--- config.mk ---
export PLATFORM = sky130hd
export DESIGN_NAME = dispatch_stage
export DESIGN_NICKNAME = d
export VERILOG_FILES = /design/src/rtl/dispatch_stage_pkg.sv /design/src/rtl/dispatch_stage_reg_status_table.sv /design/src/rtl/dispatch_stage.sv
export SDC_FILE = /design/constraint.sdc
export NUM_CORES = 1
export LEC_CHECK = 0
export CAP_MARGIN = 20
export CORE_AREA = 5 5 150 187
export DETAILED_ROUTE_END_ITERATION = 7
export DIE_AREA = 0 0 155 192
export PLACE_DENSITY = 0.88
export SYNTH_ARGS = -nofsm -noshare
export SYNTH_HDL_FRONTEND = slang
export SYNTH_SLANG_ARGS = --single-unit
--- constraint.sdc ---
create_clock -name clk -period 4.01 [get_ports clk]
set_input_delay 1.203 -clock clk [delete_from_list [all_inputs] [get_ports clk]]
set_output_delay 1.203 -clock clk [all_outputs]
set_load 0.02 [all_outputs]
--- src/rtl/dispatch_stage_pkg.sv ---
// Shared definitions for the dispatch stage: ROB/register-file geometry,
// opcode constants and the opcode-to-class table used for destination and
// source selection.
package dispatch_stage_pkg;

  localparam int unsigned ROB_DEPTH = 16;
  localparam int unsigned TAG_W     = 4;
  localparam int unsigned REG_CNT   = 32;
  localparam int unsigned REG_W     = 5;
  localparam int unsigned CNT_W     = 5;

  localparam logic [5:0] OP_ADD = 6'h01;
  localparam logic [5:0] OP_SUB = 6'h03;
  localparam logic [5:0] OP_AND = 6'h06;
  localparam logic [5:0] OP_OR  = 6'h07;
  localparam logic [5:0] OP_LW  = 6'h23;
  localparam logic [5:0] OP_SW  = 6'h2B;
  localparam logic [5:0] OP_BEQ = 6'h04;
  localparam logic [5:0] OP_BNE = 6'h05;
  localparam logic [5:0] OP_J   = 6'h02;

  typedef enum logic [2:0] {
    CLS_ALU,
    CLS_LOAD,
    CLS_STORE,
    CLS_BRANCH,
    CLS_JUMP
  } op_class_e;

  // Unlisted opcodes are treated as register-register ALU operations.
  function automatic op_class_e op_class(input logic [5:0] op);
    case (op)
      OP_LW:          return CLS_LOAD;
      OP_SW:          return CLS_STORE;
      OP_BEQ, OP_BNE: return CLS_BRANCH;
      OP_J:           return CLS_JUMP;
      default:        return CLS_ALU;
    endcase
  endfunction

  // Jumps read no register; loads use rt as their destination, not a source.
  function automatic logic uses_rs(input op_class_e c);
    return c != CLS_JUMP;
  endfunction

  function automatic logic uses_rt(input op_class_e c);
    return (c != CLS_JUMP) && (c != CLS_LOAD);
  endfunction

endpackage

--- src/rtl/dispatch_stage_reg_status_table.sv ---
// Register status table: per architectural register a busy bit and the ROB
// tag of its latest in-flight producer.
//   rd1_*/rd2_*  combinational read ports (busy, tag)
//   wr_*         dispatch write: mark register busy with a new tag (r0 ignored)
//   clr_*        commit clear: release register if its tag still matches
//   flush        clear every busy bit (mispredict recovery)
module reg_status_table
  import dispatch_stage_pkg::*;
(
  input  logic             clk,
  input  logic             rst,
  input  logic [REG_W-1:0] rd1_addr,
  output logic             rd1_busy,
  output logic [TAG_W-1:0] rd1_tag,
  input  logic [REG_W-1:0] rd2_addr,
  output logic             rd2_busy,
  output logic [TAG_W-1:0] rd2_tag,
  input  logic             wr_en,
  input  logic [REG_W-1:0] wr_addr,
  input  logic [TAG_W-1:0] wr_tag,
  input  logic             clr_en,
  input  logic [REG_W-1:0] clr_addr,
  input  logic [TAG_W-1:0] clr_tag,
  input  logic             flush
);

  logic [REG_CNT-1:0] busy;
  logic [TAG_W-1:0]   tags [REG_CNT];

  assign rd1_busy = busy[rd1_addr];
  assign rd1_tag  = tags[rd1_addr];
  assign rd2_busy = busy[rd2_addr];
  assign rd2_tag  = tags[rd2_addr];

  always_ff @(posedge clk or negedge rst) begin
    if (!rst) begin
      busy <= '0;
      for (int unsigned i = 0; i < REG_CNT; i++) tags[i] <= '0;
    end else if (flush) begin
      busy <= '0;
    end else begin
      for (int unsigned i = 0; i < REG_CNT; i++) begin
        // A dispatch to the same register shadows a same-cycle commit.
        if (wr_en && (wr_addr == REG_W'(i)) && (i != 0)) begin
          busy[i] <= 1'b1;
          tags[i] <= wr_tag;
        end else if (clr_en && (clr_addr == REG_W'(i)) && (tags[i] == clr_tag)) begin
          busy[i] <= 1'b0;
        end
      end
    end
  end

endmodule

--- src/rtl/dispatch_stage.sv ---
// Dispatch stage: decodes the fetched instruction, allocates a ROB tag,
// looks up operand producers in the register status table (with CDB bypass)
// and registers a dispatch packet. Stalls fetch when the ROB is full or the
// reservation stations are full.
//   clk, rst                 clock, asynchronous active-low reset
//   instr_IF_DP, pc_1_IF_DP  instruction (0 = bubble) and its PC+1
//   rs_full                  reservation stations cannot accept
//   cdb_valid/cdb_tag        completion broadcast
//   commit_valid/tag/rd      ROB head retirement
//   recover                  mispredict flush
//   dp_*                     registered dispatch packet
//   stall_IF_DP, stall_PC    combinational hold to fetch
module dispatch_stage
  import dispatch_stage_pkg::*;
(
  input  logic             clk,
  input  logic             rst,
  input  logic [31:0]      instr_IF_DP,
  input  logic [31:0]      pc_1_IF_DP,
  input  logic             rs_full,
  input  logic             cdb_valid,
  input  logic [TAG_W-1:0] cdb_tag,
  input  logic             commit_valid,
  input  logic [TAG_W-1:0] commit_tag,
  input  logic [REG_W-1:0] commit_rd,
  input  logic             recover,
  output logic             dp_valid,
  output logic [5:0]       dp_opcode,
  output logic [TAG_W-1:0] dp_rob_tag,
  output logic [REG_W-1:0] dp_rd,
  output logic [15:0]      dp_imm,
  output logic [31:0]      dp_pc_1,
  output logic [TAG_W-1:0] dp_src1_tag,
  output logic [TAG_W-1:0] dp_src2_tag,
  output logic             dp_src1_rdy,
  output logic             dp_src2_rdy,
  output logic             stall_IF_DP,
  output logic             stall_PC
);

  logic [5:0]           opcode;
  logic [REG_W-1:0]     rs_a, rt_a, rd_f, dest;
  op_class_e            cls;
  logic                 bubble, stall, dispatch, commit_eff;
  logic [TAG_W-1:0]     tail;
  logic [CNT_W-1:0]     count;
  logic [ROB_DEPTH-1:0] done;
  logic                 rd1_busy, rd2_busy;
  logic [TAG_W-1:0]     rd1_tag, rd2_tag;
  logic [TAG_W-1:0]     src1_tag, src2_tag;
  logic                 src1_rdy, src2_rdy;

  assign opcode = instr_IF_DP[31:26];
  assign rs_a   = instr_IF_DP[25:21];
  assign rt_a   = instr_IF_DP[20:16];
  assign rd_f   = instr_IF_DP[15:11];
  assign cls    = op_class(opcode);

  always_comb begin
    dest = '0;
    case (cls)
      CLS_ALU:  dest = rd_f;
      CLS_LOAD: dest = rt_a;
      default:  dest = '0;
    endcase
  end

  assign bubble      = (instr_IF_DP == '0);
  assign stall       = rst && !bubble && ((count == CNT_W'(ROB_DEPTH)) || rs_full) && !recover;
  assign stall_IF_DP = stall;
  assign stall_PC    = stall;
  assign dispatch    = !bubble && !stall && !recover;
  assign commit_eff  = commit_valid && (count != '0);

  reg_status_table u_rst_tbl (
    .clk      (clk),
    .rst      (rst),
    .rd1_addr (rs_a),
    .rd1_busy (rd1_busy),
    .rd1_tag  (rd1_tag),
    .rd2_addr (rt_a),
    .rd2_busy (rd2_busy),
    .rd2_tag  (rd2_tag),
    .wr_en    (dispatch),
    .wr_addr  (dest),
    .wr_tag   (tail),
    .clr_en   (commit_eff),
    .clr_addr (commit_rd),
    .clr_tag  (commit_tag),
    .flush    (recover)
  );

  // Reads see the table before this instruction's own destination update.
  always_comb begin
    src1_tag = '0;
    src1_rdy = 1'b1;
    src2_tag = '0;
    src2_rdy = 1'b1;
    if (uses_rs(cls)) begin
      src1_tag = rd1_tag;
      src1_rdy = !rd1_busy || done[rd1_tag] || (cdb_valid && (cdb_tag == rd1_tag));
    end
    if (uses_rt(cls)) begin
      src2_tag = rd2_tag;
      src2_rdy = !rd2_busy || done[rd2_tag] || (cdb_valid && (cdb_tag == rd2_tag));
    end
  end

  always_ff @(posedge clk or negedge rst) begin
    if (!rst) begin
      dp_valid    <= 1'b0;
      dp_opcode   <= '0;
      dp_rob_tag  <= '0;
      dp_rd       <= '0;
      dp_imm      <= '0;
      dp_pc_1     <= '0;
      dp_src1_tag <= '0;
      dp_src2_tag <= '0;
      dp_src1_rdy <= 1'b0;
      dp_src2_rdy <= 1'b0;
      done        <= '0;
      tail        <= '0;
      count       <= '0;
    end else if (recover) begin
      dp_valid <= 1'b0;
      done     <= '0;
      tail     <= '0;
      count    <= '0;
    end else begin
      dp_valid <= dispatch;
      if (dispatch) begin
        dp_opcode   <= opcode;
        dp_rob_tag  <= tail;
        dp_rd       <= dest;
        dp_imm      <= instr_IF_DP[15:0];
        dp_pc_1     <= pc_1_IF_DP;
        dp_src1_tag <= src1_tag;
        dp_src2_tag <= src2_tag;
        dp_src1_rdy <= src1_rdy;
        dp_src2_rdy <= src2_rdy;
        tail        <= tail + 1'b1;
      end
      // CDB set first so a tag re-allocated this cycle ends up not-done.
      if (cdb_valid) done[cdb_tag] <= 1'b1;
      if (dispatch)  done[tail]    <= 1'b0;
      case ({dispatch, commit_eff})
        2'b10:   count <= count + 1'b1;
        2'b01:   count <= count - 1'b1;
        default: ;
      endcase
    end
  end

endmodule
==> results of run 1 <==
cells by family (layout without fill, tap and decap cells):
| group | count (synthesis) | after routing |
|---|---|---|
| muxes | 260 | 260 |
| xor gates and xnor gates | 134 | 134 |
| buffers and inverters | 105 | 333 |
| other | 0 | 1 |
| adders and majority gates | 8 | 8 |
| DFF | 254 | 254 |
| AOI/OAI and AO/OA | 150 | 150 |
| and+or+nand+nor | 443 | 443 |
synth_stat cells, drive strengths merged, types with 16 or more instances:
master / number
mux2: 133
xnor2: 48
nor2: 67
nor3: 35
nand2: 219
a21oi: 24
dfrtp: 254
mux2i: 63
a31o: 30
buf: 40
clkbuf: 47
inv: 18
nand3: 22
nand4b: 25
mux4: 64
xor2: 86
o21ai: 16
report_power, final:
| group | switching [µW] | total (µW) | internal [µW] | leakage, µW |
|---|---|---|---|---|
| logic | 937 | 1800 | 862 | 0.00461 |
| clock network | 1050 | 2500 | 1450 | 0.000436 |
| registers | 301 | 3110 | 2810 | 0.00338 |
| total | 2290 | 7410 | 5120 | 0.00843 |
per-layer routing:
layer,up-vias,track usage,share of wire
met1,6251,0.389,0.35
li1,5318,-,-
met5,-,0,0
met4,0,0.196,0.073
met2,915,0.545,0.48
met3,246,0.0708,0.10
through the flow:
stage	hold WS (ps)	power, µW	std cells	utilization
after floorplan	501	4090	1354	-
after global routing	494	7680	1923	0.705
final	474	7410	1923	0.705
after global placement	456	4820	1872	0.666
after CTS	477	7380	1921	0.702
after detailed placement	462	4900	1872	0.666
worst max-delay path by stage:
stage                              to  cells after the start             from  slack, ps
final                        stall_PC                      7  instr_IF_DP[25]         70
after global routing      stall_IF_DP                      7  instr_IF_DP[19]         20
after CTS                    stall_PC                      7  instr_IF_DP[15]       0.04
after detailed placement     stall_PC                      7  instr_IF_DP[28]       -640
after global placement       stall_PC                      7  instr_IF_DP[28]       -670
after floorplan              count[4]                     14  instr_IF_DP[28]         30
state kept, by name, summed over array words and instances (netlist names):
name / count
u_rst_tbl.tags: 124
dp_pc_1: 32
u_rst_tbl.busy: 31
done: 16
dp_imm: 16
dp_opcode: 6
count: 5
dp_rd: 5
dp_rob_tag: 4
dp_src1_tag: 4
dp_src2_tag: 4
tail: 4
dp_src1_rdy: 1
dp_src2_rdy: 1
dp_valid: 1
final cells by class:
cell class              instances  area share
clock inverters                12     0.00635
clock buffers                  35      0.0412
diodes                          1    0.000136
repair buffers                268       0.134
well taps                     340      0.0232
multi-input cells             995       0.444
inverters                      18     0.00368
flip-flops and latches        254       0.347
worst reg2reg max path, delay by kind of cell, from the launching register on:
family	cells	cell delay, ps
buffers and inverters	4	860
AO/OA/AOI/OAI	1	250
AND/OR/NAND/NOR	5	1150
flip-flops	1	440
multiplexers	1	400
what timing repair did:
action	4_1_cts	5_1_grt
hold buffers	0	0
hold endpoints to repair	0	0
gates resized for setup	21	21
pin swaps	8	11
gates cloned	0	0
buffers inserted	2	0
endpoints found under the setup margin	3	10
==> flow_results.org, run 1 <==
** Global route
- In the global route stage, overall resource usage came out at 0.327.
- Grt ovf :: 0
- Vias in the first global route :: 13.1k
- Entering global routing, the biggest net connects 175 pins.
- Global-route wire length before repair :: 75500 µm
- Number of antenna violations at the first check in global routing :: 1

** Floorplan
- After floorplanning, the core was divided into 66 placement rows.
- For this design the top-level I/O count stands at 159.
- Floorplan die width :: 155 µm
- For this configuration, the core starts out at a cell density of 0.571.
- Die footprint :: 29800 µm²
- Standard cell core area :: 26000 µm²
- Die Y :: 192 µm

** Worst setup path
- The cell family contributing the most delay on the critical path is buffers and inverters.
- Kind of start point of the critical path :: input pin
- Reg-to-reg endpoint :: u_rst_tbl.tags[78]
- Data arrival time of the worst path :: 2740 ps
- Worst-case reg-to-reg path depth :: 11
- The worst setup path is of the in -> out kind.
- The worst setup path is captured at an output port.
- Slowest cell on the critical path :: clkdlybuf4s50_1
- Combined buffer and inverter count along the critical path :: 3
- Reg-to-reg slack, setup :: 780 ps
- Largest stage delay on the critical path :: 470 ps
- Of all nets on the critical path, the largest fanout is 2.
- The critical path goes through clkdlybuf4s50_1 > nor2_1 > nand4_1 > nor4_4 > buf_4 > nor2_4 > buf_6.
- In this run the critical register-to-register path is launched from count[0].
- Required time of the critical path :: 2810 ps

** Finish
- In the final layout, the share of cells above drive strength 1 is 0.263.
- Nets@finish :: 1654
- The finished cells cover 18300 µm².
- Leaving out fill and tap cells, the most frequent cell in the layout is dfrtp_1.
- Area taken by multi-input logic gates :: 8150 µm²
- Commonest cells after routing, fill and taps aside :: 254 x dfrtp_1, 218 x nand2_1, 136 x clkdlybuf4s50_1
- Register area :: 6360 µm²
- Counting the fill cells in the layout gives 1789.
- Layout overhead on the synthesized area :: 23.4%

** STA
- Final Critical Period :: 3940 ps
- Relative max-transition margin :: 0.242
- Pins over their slew limit :: 0
- Measured slew at the worst slew-check pin :: 1140 ps
- Setup violations remaining at the end of the flow were counted as 0.
- Final Hold Viols :: 0
- Setup Total Neg Slack :: 0 ps
- Worst Slack Setup Final :: 70.7 ps
- Setup repair after global routing left no endpoint under its margin.
- Of the available clock period, the critical path in the final layout requires 0.982.
- Derived from the worst setup path, the maximum achievable clock frequency is 254 MHz.
- On the final layout, the worst clock skew is 18.4 ps.

** Synthesis
- In this run the cell area of the synthesized design comes to 14900 µm².
- In this run, synthesis inferred 0 flip-flops with an integrated enable.
- Netlist cell types :: 67
- The complex-gate fraction of the synthesized area was 0.0748.
- Post-synthesis adder-cell area fraction :: 0.00724
- Cells after synthesis :: 1354
- Fraction of post-synthesis cell area in the top cell type by area :: 0.428
- Synthesized-area fraction occupied by xor and xnor cells :: 0.0790
- Of the total synthesized cell area, the portion taken by AND, OR, NAND and NOR gates is 0.141.
- Counting every net in the synthesized netlist gives 1445.
- In this run the mean area of a mapped cell was 11.0 µm².
- Of the synthesized area, sequential elements account for 0.428.
- Of all cell types, the one taking the most synthesized area is dfrtp_1.
- After synthesis, the share of flip-flops with an asynchronous set or reset is 1.00.
- Leading register cell type out of synthesis :: dfrtp_1
- By area, the combinational part of the netlist is dominated by multiplexers.
- Mux share of post-synthesis cell area :: 0.240
- The synthesized design contains 254 register bits.
- In the post-synthesis netlist, the biggest area contributors are dfrtp_1 43%, mux2_2 10%, mux4_2 9.7%, nand2_1 5.5%, xor2_1 5.1%.
- Number of warning messages in the yosys log :: 4

** Routing
- After the first detailed-routing iteration, the DRC count stood at 1345.
- Routed Antenna Nets :: 0
- Total iterations of the first detailed-routing run :: 5
- Summed over all layers, the routed wires come to 49200 µm.
- Dividing the detail-routed wire length by the instance count gives 25.6 µm.
- Vias after detailed routing :: 12.7k
- Dividing the detail-routed via count by the number of cells gives 6.62.
- Final routed DRC violation total :: 0

** Place
- After detailed placement, the total cell area comes to 17300 µm².
- Final RePlAce weighted congestion :: 1.00
- Worst Setup Slack post-DPL :: -643 ps
- In this run the tool buffered the top-level ports with 158 buffer cells.
- After legalization and detailed placement, the total HPWL measured 34900 µm.

** Power and ir drop
- Worst supply voltage drop on vdd :: 0.272 mV
- Power spread over the standard cell area amounts to 404 nW/µm².
- Static power due to leakage :: 0.00843 µW

** Min path
- Along the worst hold path, the cell count comes to 2.
- Tightest Hold Check Type :: reg -> reg
- Capture endpoint of the worst hold path :: dp_imm[12]
- The startpoint identified for the worst hold timing path is dp_imm[12].

** Clock tree
- The clock reaches the later pin of the worst-skew pair after 550 ps.
- TritonCTS built the clock tree.
- Clock-pin slew was measured on the worst setup and hold paths at 60 ps.
- Clock root buffer master :: clkbuf_16
- The clock passes through at most 3 buffers.
- The clock net in this run drives a total of 254 sinks.
- Clock tree synthesis inserted a total of 26 buffers.
- In this run the number of H-tree levels came out at 1.

** Status
- The flow ran to the end, and the final reports show no timing, DRC or antenna violations.

** Run
- The tool flagged a number of max-cap violations equal to 0.
Power figures use the tool's default switching activity.
==> run 2, diff against run 1 <==
Settings changed: SKIP_LAST_GASP from default to 1.
==> results of run 2 <==
No change in the layout: final DEF, timing and power equal those of run 1.
